==> src/rtl/mem_stage_pkg.sv <==
// Shared definitions for the memory-access pipeline stage: mem_op codes,
// RV32I load/store funct3 encodings, access sizes, FSM state type and
// small helpers for alignment and byte-enable generation.
package mem_stage_pkg;

  // mem_op_i codes; any code with bit 1 set is a store
  localparam logic [1:0] MEM_OP_NONE = 2'b00;
  localparam logic [1:0] MEM_OP_LOAD = 2'b01;

  // RV32I load encodings
  localparam logic [2:0] F3_LB  = 3'b000;
  localparam logic [2:0] F3_LH  = 3'b001;
  localparam logic [2:0] F3_LW  = 3'b010;
  localparam logic [2:0] F3_LBU = 3'b100;
  localparam logic [2:0] F3_LHU = 3'b101;

  // RV32I store encodings
  localparam logic [2:0] F3_SB  = 3'b000;
  localparam logic [2:0] F3_SH  = 3'b001;
  localparam logic [2:0] F3_SW  = 3'b010;

  typedef enum logic [1:0] {
    SIZE_BYTE = 2'b00,
    SIZE_HALF = 2'b01,
    SIZE_WORD = 2'b10
  } access_size_t;

  typedef enum logic {
    ST_IDLE   = 1'b0,
    ST_ACCESS = 1'b1
  } mem_state_t;

  // Access size from funct3; the unused encodings with bit 1 set act as words
  function automatic access_size_t size_of(input logic [2:0] funct3);
    access_size_t size;
    case (funct3[1:0])
      2'b00:   size = SIZE_BYTE;
      2'b01:   size = SIZE_HALF;
      default: size = SIZE_WORD;
    endcase
    return size;
  endfunction

  // True when the low address bits are not a multiple of the access size
  function automatic logic is_misaligned(input access_size_t size, input logic [1:0] addr_lo);
    logic mis;
    case (size)
      SIZE_BYTE: mis = 1'b0;
      SIZE_HALF: mis = addr_lo[0];
      default:   mis = (addr_lo != 2'b00);
    endcase
    return mis;
  endfunction

  // Byte offset inside the word after clearing bits that break alignment
  function automatic logic [1:0] align_offset(input access_size_t size, input logic [1:0] addr_lo);
    logic [1:0] off;
    case (size)
      SIZE_BYTE: off = addr_lo;
      SIZE_HALF: off = {addr_lo[1], 1'b0};
      default:   off = 2'b00;
    endcase
    return off;
  endfunction

  // Byte-lane enables for an aligned access at the given offset
  function automatic logic [3:0] byte_enable(input access_size_t size, input logic [1:0] off);
    logic [3:0] be;
    case (size)
      SIZE_BYTE: be = 4'b0001 << off;
      SIZE_HALF: be = 4'b0011 << {off[1], 1'b0};
      default:   be = 4'b1111;
    endcase
    return be;
  endfunction

endpackage

==> src/rtl/load_align.sv <==
// Load lane selection: picks the addressed byte/half out of the read word
// and sign- or zero-extends it according to funct3. Purely combinational.
module load_align
  import mem_stage_pkg::*;
#(
  parameter int DATA_WIDTH = 32
) (
  input  logic [DATA_WIDTH-1:0] rdata,
  input  logic [1:0]            offset,
  input  logic [2:0]            funct3,
  output logic [DATA_WIDTH-1:0] data
);

  logic [7:0]  byte_s;
  logic [15:0] half_s;

  // Select the addressed lane and extend it to the full data width
  always_comb begin
    byte_s = rdata[{offset, 3'b000} +: 8];
    half_s = rdata[{offset[1], 4'b0000} +: 16];
    case (funct3)
      F3_LB:   data = {{(DATA_WIDTH-8){byte_s[7]}}, byte_s};
      F3_LH:   data = {{(DATA_WIDTH-16){half_s[15]}}, half_s};
      F3_LBU:  data = {{(DATA_WIDTH-8){1'b0}}, byte_s};
      F3_LHU:  data = {{(DATA_WIDTH-16){1'b0}}, half_s};
      default: data = rdata;
    endcase
  end

endmodule

==> src/rtl/mem_access_stage.sv <==
// Memory-access pipeline stage. Non-memory ops retire one cycle after
// acceptance; loads and stores issue a single bus request and retire on the
// bus acknowledge. A flush during an access lets the bus transfer finish but
// suppresses its retirement.
// Build option: MEM_MISALIGN_TRAP_EN -- misaligned half/word accesses are
// rejected with a one-cycle misalign_o pulse instead of being force-aligned.
module mem_access_stage
  import mem_stage_pkg::*;
#(
  parameter int DATA_WIDTH = 32
) (
  input  logic                  clk,
  input  logic                  reset,
  input  logic                  ex_valid_i,
  output logic                  ex_ready_o,
  input  logic [DATA_WIDTH-1:0] alu_result_i,
  input  logic [DATA_WIDTH-1:0] store_data_i,
  input  logic [1:0]            mem_op_i,
  input  logic [2:0]            funct3_i,
  input  logic [4:0]            rd_i,
  input  logic                  reg_write_i,
  input  logic                  flush_i,
  output logic                  bus_req_o,
  output logic                  bus_we_o,
  output logic [DATA_WIDTH-1:0] bus_addr_o,
  output logic [3:0]            bus_be_o,
  output logic [DATA_WIDTH-1:0] bus_wdata_o,
  input  logic                  bus_ack_i,
  input  logic [DATA_WIDTH-1:0] bus_rdata_i,
  output logic                  wb_valid_o,
  output logic [4:0]            wb_rd_o,
  output logic                  wb_reg_write_o,
  output logic [DATA_WIDTH-1:0] wb_data_o,
  output logic                  misalign_o
);

  mem_state_t            state_r;
  mem_state_t            state_nx_s;

  logic                  accept_s;
  logic                  is_mem_s;
  logic                  is_store_s;
  logic                  trap_s;
  logic                  start_s;
  logic                  done_s;
  logic                  kill_s;
  access_size_t          size_s;
  logic [1:0]            off_s;
  logic [DATA_WIDTH-1:0] addr_word_s;
  logic [DATA_WIDTH-1:0] wdata_s;
  logic [3:0]            be_s;
  logic [DATA_WIDTH-1:0] load_data_s;

  // Context of the access in flight, needed when the ack arrives
  logic [4:0]            rd_r;
  logic                  reg_write_r;
  logic [2:0]            funct3_r;
  logic [1:0]            off_r;
  logic                  store_r;
  logic                  kill_r;
  logic [DATA_WIDTH-1:0] result_r;

  assign ex_ready_o  = (state_r == ST_IDLE);
  assign accept_s    = ex_valid_i & ex_ready_o & ~flush_i;
  assign is_mem_s    = (mem_op_i != MEM_OP_NONE);
  assign is_store_s  = mem_op_i[1];
  assign size_s      = size_of(funct3_i);
  assign off_s       = align_offset(size_s, alu_result_i[1:0]);
  assign be_s        = byte_enable(size_s, off_s);
  assign addr_word_s = {alu_result_i[DATA_WIDTH-1:2], 2'b00};

`ifdef MEM_MISALIGN_TRAP_EN
  assign trap_s = accept_s & is_mem_s & is_misaligned(size_s, alu_result_i[1:0]);
`else
  assign trap_s = 1'b0;
`endif

  assign start_s = accept_s & is_mem_s & ~trap_s;
  assign done_s  = (state_r == ST_ACCESS) & bus_req_o & bus_ack_i;
  // A flush seen at any point of the access, including the ack cycle, kills it
  assign kill_s  = kill_r | flush_i;

  // Replicate store data across all byte lanes of the bus
  always_comb begin
    case (size_s)
      SIZE_BYTE: wdata_s = {(DATA_WIDTH/8){store_data_i[7:0]}};
      SIZE_HALF: wdata_s = {(DATA_WIDTH/16){store_data_i[15:0]}};
      default:   wdata_s = store_data_i;
    endcase
  end

  load_align #(
    .DATA_WIDTH(DATA_WIDTH)
  ) u_load_align (
    .rdata  (bus_rdata_i),
    .offset (off_r),
    .funct3 (funct3_r),
    .data   (load_data_s)
  );

  // FSM state register
  always_ff @(posedge clk or negedge reset) begin
    if (!reset) begin
      state_r <= ST_IDLE;
    end else begin
      state_r <= state_nx_s;
    end
  end

  // FSM next-state: leave IDLE on a memory op, return on the bus ack
  always_comb begin
    state_nx_s = state_r;
    case (state_r)
      ST_IDLE: begin
        if (start_s) begin
          state_nx_s = ST_ACCESS;
        end else begin
          state_nx_s = ST_IDLE;
        end
      end
      ST_ACCESS: begin
        if (done_s) begin
          state_nx_s = ST_IDLE;
        end else begin
          state_nx_s = ST_ACCESS;
        end
      end
      default: state_nx_s = ST_IDLE;
    endcase
  end

  // Bus request register: launched on a memory op, held until the ack
  always_ff @(posedge clk or negedge reset) begin
    if (!reset) begin
      bus_req_o   <= 1'b0;
      bus_we_o    <= 1'b0;
      bus_addr_o  <= {DATA_WIDTH{1'b0}};
      bus_be_o    <= 4'b0000;
      bus_wdata_o <= {DATA_WIDTH{1'b0}};
    end else if (start_s) begin
      bus_req_o   <= 1'b1;
      bus_we_o    <= is_store_s;
      bus_addr_o  <= addr_word_s;
      bus_be_o    <= be_s;
      bus_wdata_o <= wdata_s;
    end else if (done_s) begin
      bus_req_o   <= 1'b0;
    end
  end

  // Capture the in-flight instruction's context and track a pending flush
  always_ff @(posedge clk or negedge reset) begin
    if (!reset) begin
      rd_r        <= 5'd0;
      reg_write_r <= 1'b0;
      funct3_r    <= 3'b000;
      off_r       <= 2'b00;
      store_r     <= 1'b0;
      kill_r      <= 1'b0;
      result_r    <= {DATA_WIDTH{1'b0}};
    end else if (start_s) begin
      rd_r        <= rd_i;
      reg_write_r <= reg_write_i & ~is_store_s;
      funct3_r    <= funct3_i;
      off_r       <= off_s;
      store_r     <= is_store_s;
      kill_r      <= 1'b0;
      result_r    <= alu_result_i;
    end else if ((state_r == ST_ACCESS) && flush_i) begin
      kill_r      <= 1'b1;
    end
  end

  // MEM/WB register: one-cycle retire pulse for ALU ops and completed accesses
  always_ff @(posedge clk or negedge reset) begin
    if (!reset) begin
      wb_valid_o     <= 1'b0;
      wb_rd_o        <= 5'd0;
      wb_reg_write_o <= 1'b0;
      wb_data_o      <= {DATA_WIDTH{1'b0}};
    end else if (accept_s && !is_mem_s) begin
      wb_valid_o     <= 1'b1;
      wb_rd_o        <= rd_i;
      wb_reg_write_o <= reg_write_i;
      wb_data_o      <= alu_result_i;
    end else if (done_s && !kill_s) begin
      wb_valid_o     <= 1'b1;
      wb_rd_o        <= rd_r;
      wb_reg_write_o <= reg_write_r;
      wb_data_o      <= store_r ? result_r : load_data_s;
    end else begin
      wb_valid_o     <= 1'b0;
    end
  end

`ifdef MEM_MISALIGN_TRAP_EN
  // Misaligned-access pulse, one cycle per rejected instruction
  always_ff @(posedge clk or negedge reset) begin
    if (!reset) begin
      misalign_o <= 1'b0;
    end else begin
      misalign_o <= trap_s;
    end
  end
`else
  assign misalign_o = 1'b0;
`endif

endmodule

==> config.mk <==
export PLATFORM = sky130hd
export DESIGN_NAME = mem_access_stage
export DESIGN_NICKNAME = d
export VERILOG_FILES = /design/src/rtl/mem_stage_pkg.sv /design/src/rtl/load_align.sv /design/src/rtl/mem_access_stage.sv
export SDC_FILE = /design/constraint.sdc
export NUM_CORES = 1
export LEC_CHECK = 0
export ABC_AREA = 1
export CAP_MARGIN = 30
export CELL_PAD_IN_SITES_DETAIL_PLACEMENT = 2
export CELL_PAD_IN_SITES_GLOBAL_PLACEMENT = 2
export CORE_MARGIN = 2
export CORE_UTILIZATION = 35
export CTS_BUF_LIST = sky130_fd_sc_hd__clkbuf_8
export DETAILED_ROUTE_END_ITERATION = 7
export DONT_BUFFER_PORTS = 1
export PLACE_DENSITY = 0.89
export SYNTH_ARGS = -nofsm -noshare
export SYNTH_HDL_FRONTEND = slang
export SYNTH_HIERARCHICAL = 1
export SYNTH_SLANG_ARGS = --single-unit
==> constraint.sdc <==
create_clock -name clk -period 2 [get_ports clk]
set_clock_uncertainty 0.15 [all_clocks]
set_input_delay 0.5 -clock clk [delete_from_list [all_inputs] [get_ports clk]]
set_output_delay 0.5 -clock clk [all_outputs]
set_load 0.005 [all_outputs]
==> flow_summary.ini <==
[run_status]
status = finished with violations
violations = negative hold slack

[worst_setup_path]
slowest_stage = dfrtp_1
crit_type = reg2reg
cp_max_fo = 7
crit_arrival_ns = 2.11
crit_chain = inv_2, nand2_1, a21oi_2, nand2_1, nand2_1, nand2_1, inv_1, o21ai_0, nand2_1, nand3_1, nand2_1
critical-path-top-cell-by-count = nand2_1
crit_required_ns = 2.23
critical_path.top_delay_family = simple AND/OR/NAND/NOR gates
crit_buf_inv = 2
cp_slowest_stage_delay_ns = 0.40
cp-start-kind = register
crit_path_end_kind = register

[floorplan]
die-height_um = 147
initial_utilization = 0.355
core_area_mm2 = 0.0202
ios = 223
die_area_mm2 = 0.0216
die_w_um = 147
rows = 52

[pwr]
power.leakage_nw = 4.04
total_power_w = 0.0115
seq_power_share = 0.409
clkPwrFrac = 0.210
intPower_w = 0.00647
vdd_drop_max_mv = 0.453
p_switching_w = 0.00503
combPwrFrac = 0.381
power.density_mw_per_mm2 = 1490
sw_frac_of_total = 0.438

[clock_tree]
cts.hold.buffers_added = 17
numCtsBuffers = 17
cts_setup_buffers = 0
insertion_delay_ns = 0.45
cts_tree = yes
htree_levels = 4
path_clk_slew_ns = 0.08
clock_path_buffers = 2
clkSinkCount = 122
root_buffer = clkbuf_8

[routing]
dr.pass1.iters = 5
route.vias.total = 6673
drc = 0
wl_per_cell_um = 21.3
vias_per_cell = 5.28
wl_mm = 26.9
first_iter_violations = 211
ant_nets = 0

[run]
maxCapViolCount = 0

[logic_synthesis]
synth_area_per_cell_um2 = 7.03
synth_edf_count = 0
ys_ff_latch = 122
yosysWarnings = 6
synth_cell_types = 27
postSynthCellCount = 1020
synth_ff_type = dfrtp_1
syn_area_mm2 = 0.00717
synthArstFlopShare = 1.00
ys_seq_area_frac = 0.426

[cells_and_area]
finalInstanceArea_mm2 = 0.00772
drive_above_1_share = 0.0895
final_nets = 1095
antenna_cells = 0
fillers = 2380
areaGrowthSynthToFinish_pct = 7.81
fin_cells = 1264

[sta]
final-max-slew-violation-count = 0
slew_headroom = 0.596
finalHoldViolCount = 122
hold_ws_ns = -0.415
finalCritPeriodShare = 0.939
timing.final.crit_period_ns = 1.88
max_freq_mhz = 532
worst_pin_slew_ns = 0.604
setup_viol = 0
worst_slack_ns = 0.121
rsz0062_at_grt = yes

[placed_design]
placed_cell_area_mm2 = 0.00708
io_buffers = 0
post-place-cells = 1215
place_congestion = 0.793
hpwlAfterDp_mm = 18.0
place_ws_ns = 0.0318

[grt]
track_usage = 0.248
grt_max_degree = 123
grt_antenna_before_repair = 0
grt_pass1_wl_mm = 41.8
first_global_vias = 7390
grt_overflow = 0

[hold_path]
hold_path.class = in2async
==> worst register-to-register path: stages, from the launching register on <==
cell     delay, ns
dfrtp_1       0.40
inv_2         0.08
nand2_1       0.12
a21oi_2       0.39
nand2_1       0.09
nand2_1       0.11
nand2_1       0.08
inv_1         0.05
o21ai_0       0.07
nand2_1       0.09
nand3_1       0.09
nand2_1       0.09
==> power by group through the flow <==
stage          combinational, W  sequential (W)  clock (W)
6_report                0.00438         0.00470    0.00242
5_1_grt                 0.00506         0.00486    0.00259
4_1_cts                 0.00427         0.00470    0.00249
3_5_place_dp            0.00418         0.00473          0
3_3_place_gp            0.00392         0.00469          0
2_1_floorplan           0.00371         0.00428          0
==> registers in the layout, summed over array words and instances (netlist names) <==
register        cells
bus_be_o            4
funct3_r            3
kill_r              1
bus_wdata_o        32
result_r           32
wb_data_o          32
bus_req_o           1
rd_r                5
store_r             1
wb_reg_write_o      1
wb_rd_o             5
wb_valid_o          1
reg_write_r         1
state_r             1
off_r               2
==> layer usage <==
metal	up-vias	track usage	part of all wire
li1	3090	-	-
met1	3354	0.287	0.40
met2	195	0.432	0.50
met3	34	0.0857	0.080
met4	0	0.0798	0.020
met5	-	0	0
==> cells by family after synthesis <==
kind of cell	count (synthesis)	share of synthesized area
buf+inv	200	0.141
simple gates	586	0.349
flops	122	0.426
other cells	1	0.000523
compound gates	111	0.0833
==> stage by stage <==
stage	TNS [ns]	util	hold slack (ns)
2_1_floorplan	0	-	0.0544
3_3_place_gp	0	0.351	0.0591
3_5_place_dp	0	0.351	0.0583
4_1_cts	0	0.380	-0.441
5_1_grt	-0.115	0.383	-0.455
6_report	0	0.383	-0.415
==> Yosys cell counts, types with 2 or more instances <==
library cell    n  area [um2]
nand2_1       420        1580
a21oi_2         5        43.8
buf_6           6        67.6
clkbuf_1       12        45.0
nor2_1         22        82.6
buf_2          21         105
buf_1           6        22.5
o21ai_0        77         385
inv_1          98         368
nand2_4         2        22.5
or2_2          12        75.1
nand3_2         3        30.0
nor2_4          2        22.5
dfrtp_1       122        3050
nand3_1        79         395
o21ai_1         6        30.0
nand2_2         5        31.3
inv_2           6        22.5
nand4_1        36         225
a21oi_1        14        70.1
or2_0           3        18.8
buf_4          50         375
o211ai_1        8        60.1
nor3_2          2        20.0
==> repair_timing <==
item,4_1_cts,5_1_grt
setup endpoints to repair,0,36
gates resized for setup,0,11
endpoints found under the hold margin,139,122
==> layout by cell type (no fill, tap or decap), types with 5 or more instances in the layout <==
master / synthesis / layout
o21ai_0: 77 / 74
nand2_2: 5 / 5
a21oi_1: 14 / 14
a21oi_2: 5 / 5
or2_2: 12 / 12
o211ai_1: 8 / 8
nor2_1: 22 / 21
clkbuf_8: 0 / 17
nand4_1: 36 / 36
dfrtp_1: 122 / 120
nand3_1: 79 / 79
dlygate4sd3_1: 0 / 17
buf_4: 50 / 14
inv_1: 98 / 100
o21ai_1: 6 / 9
nand2_1: 420 / 420
==> path summary, 6_finish.rpt <==
| path | startpoint | endpoint | slack (ns) | depth (start not counted) |
|---|---|---|---|---|
| max in group asynchronous | reset | bus_be_o[0] | 1.93 | 0 |
| worst min-delay path | reset | result_r[21] | -0.41 | 0 |
| worst min register to register | rd_r[1] | rd_r[1] | 0.34 | 2 |
| worst max-delay path | funct3_r[0] | wb_data_o[1] | 0.12 | 11 |
| min in group clk | alu_result_i[28] | result_r[28] | 0.03 | 2 |
| worst max register to register | funct3_r[0] | wb_data_o[1] | 0.12 | 11 |
==> final cells by class <==
class,instances,area [um2],share of cell area
Clock inverter,13,180,0.0233
Timing Repair Buffer,36,372,0.0481
Sequential cell,122,3060,0.396
Inverter,105,404,0.0523
Multi-Input combinational cell,701,3140,0.407
Clock buffer,17,234,0.0303
Tap cell,270,338,0.0437
(Power assumes the default switching activity.)
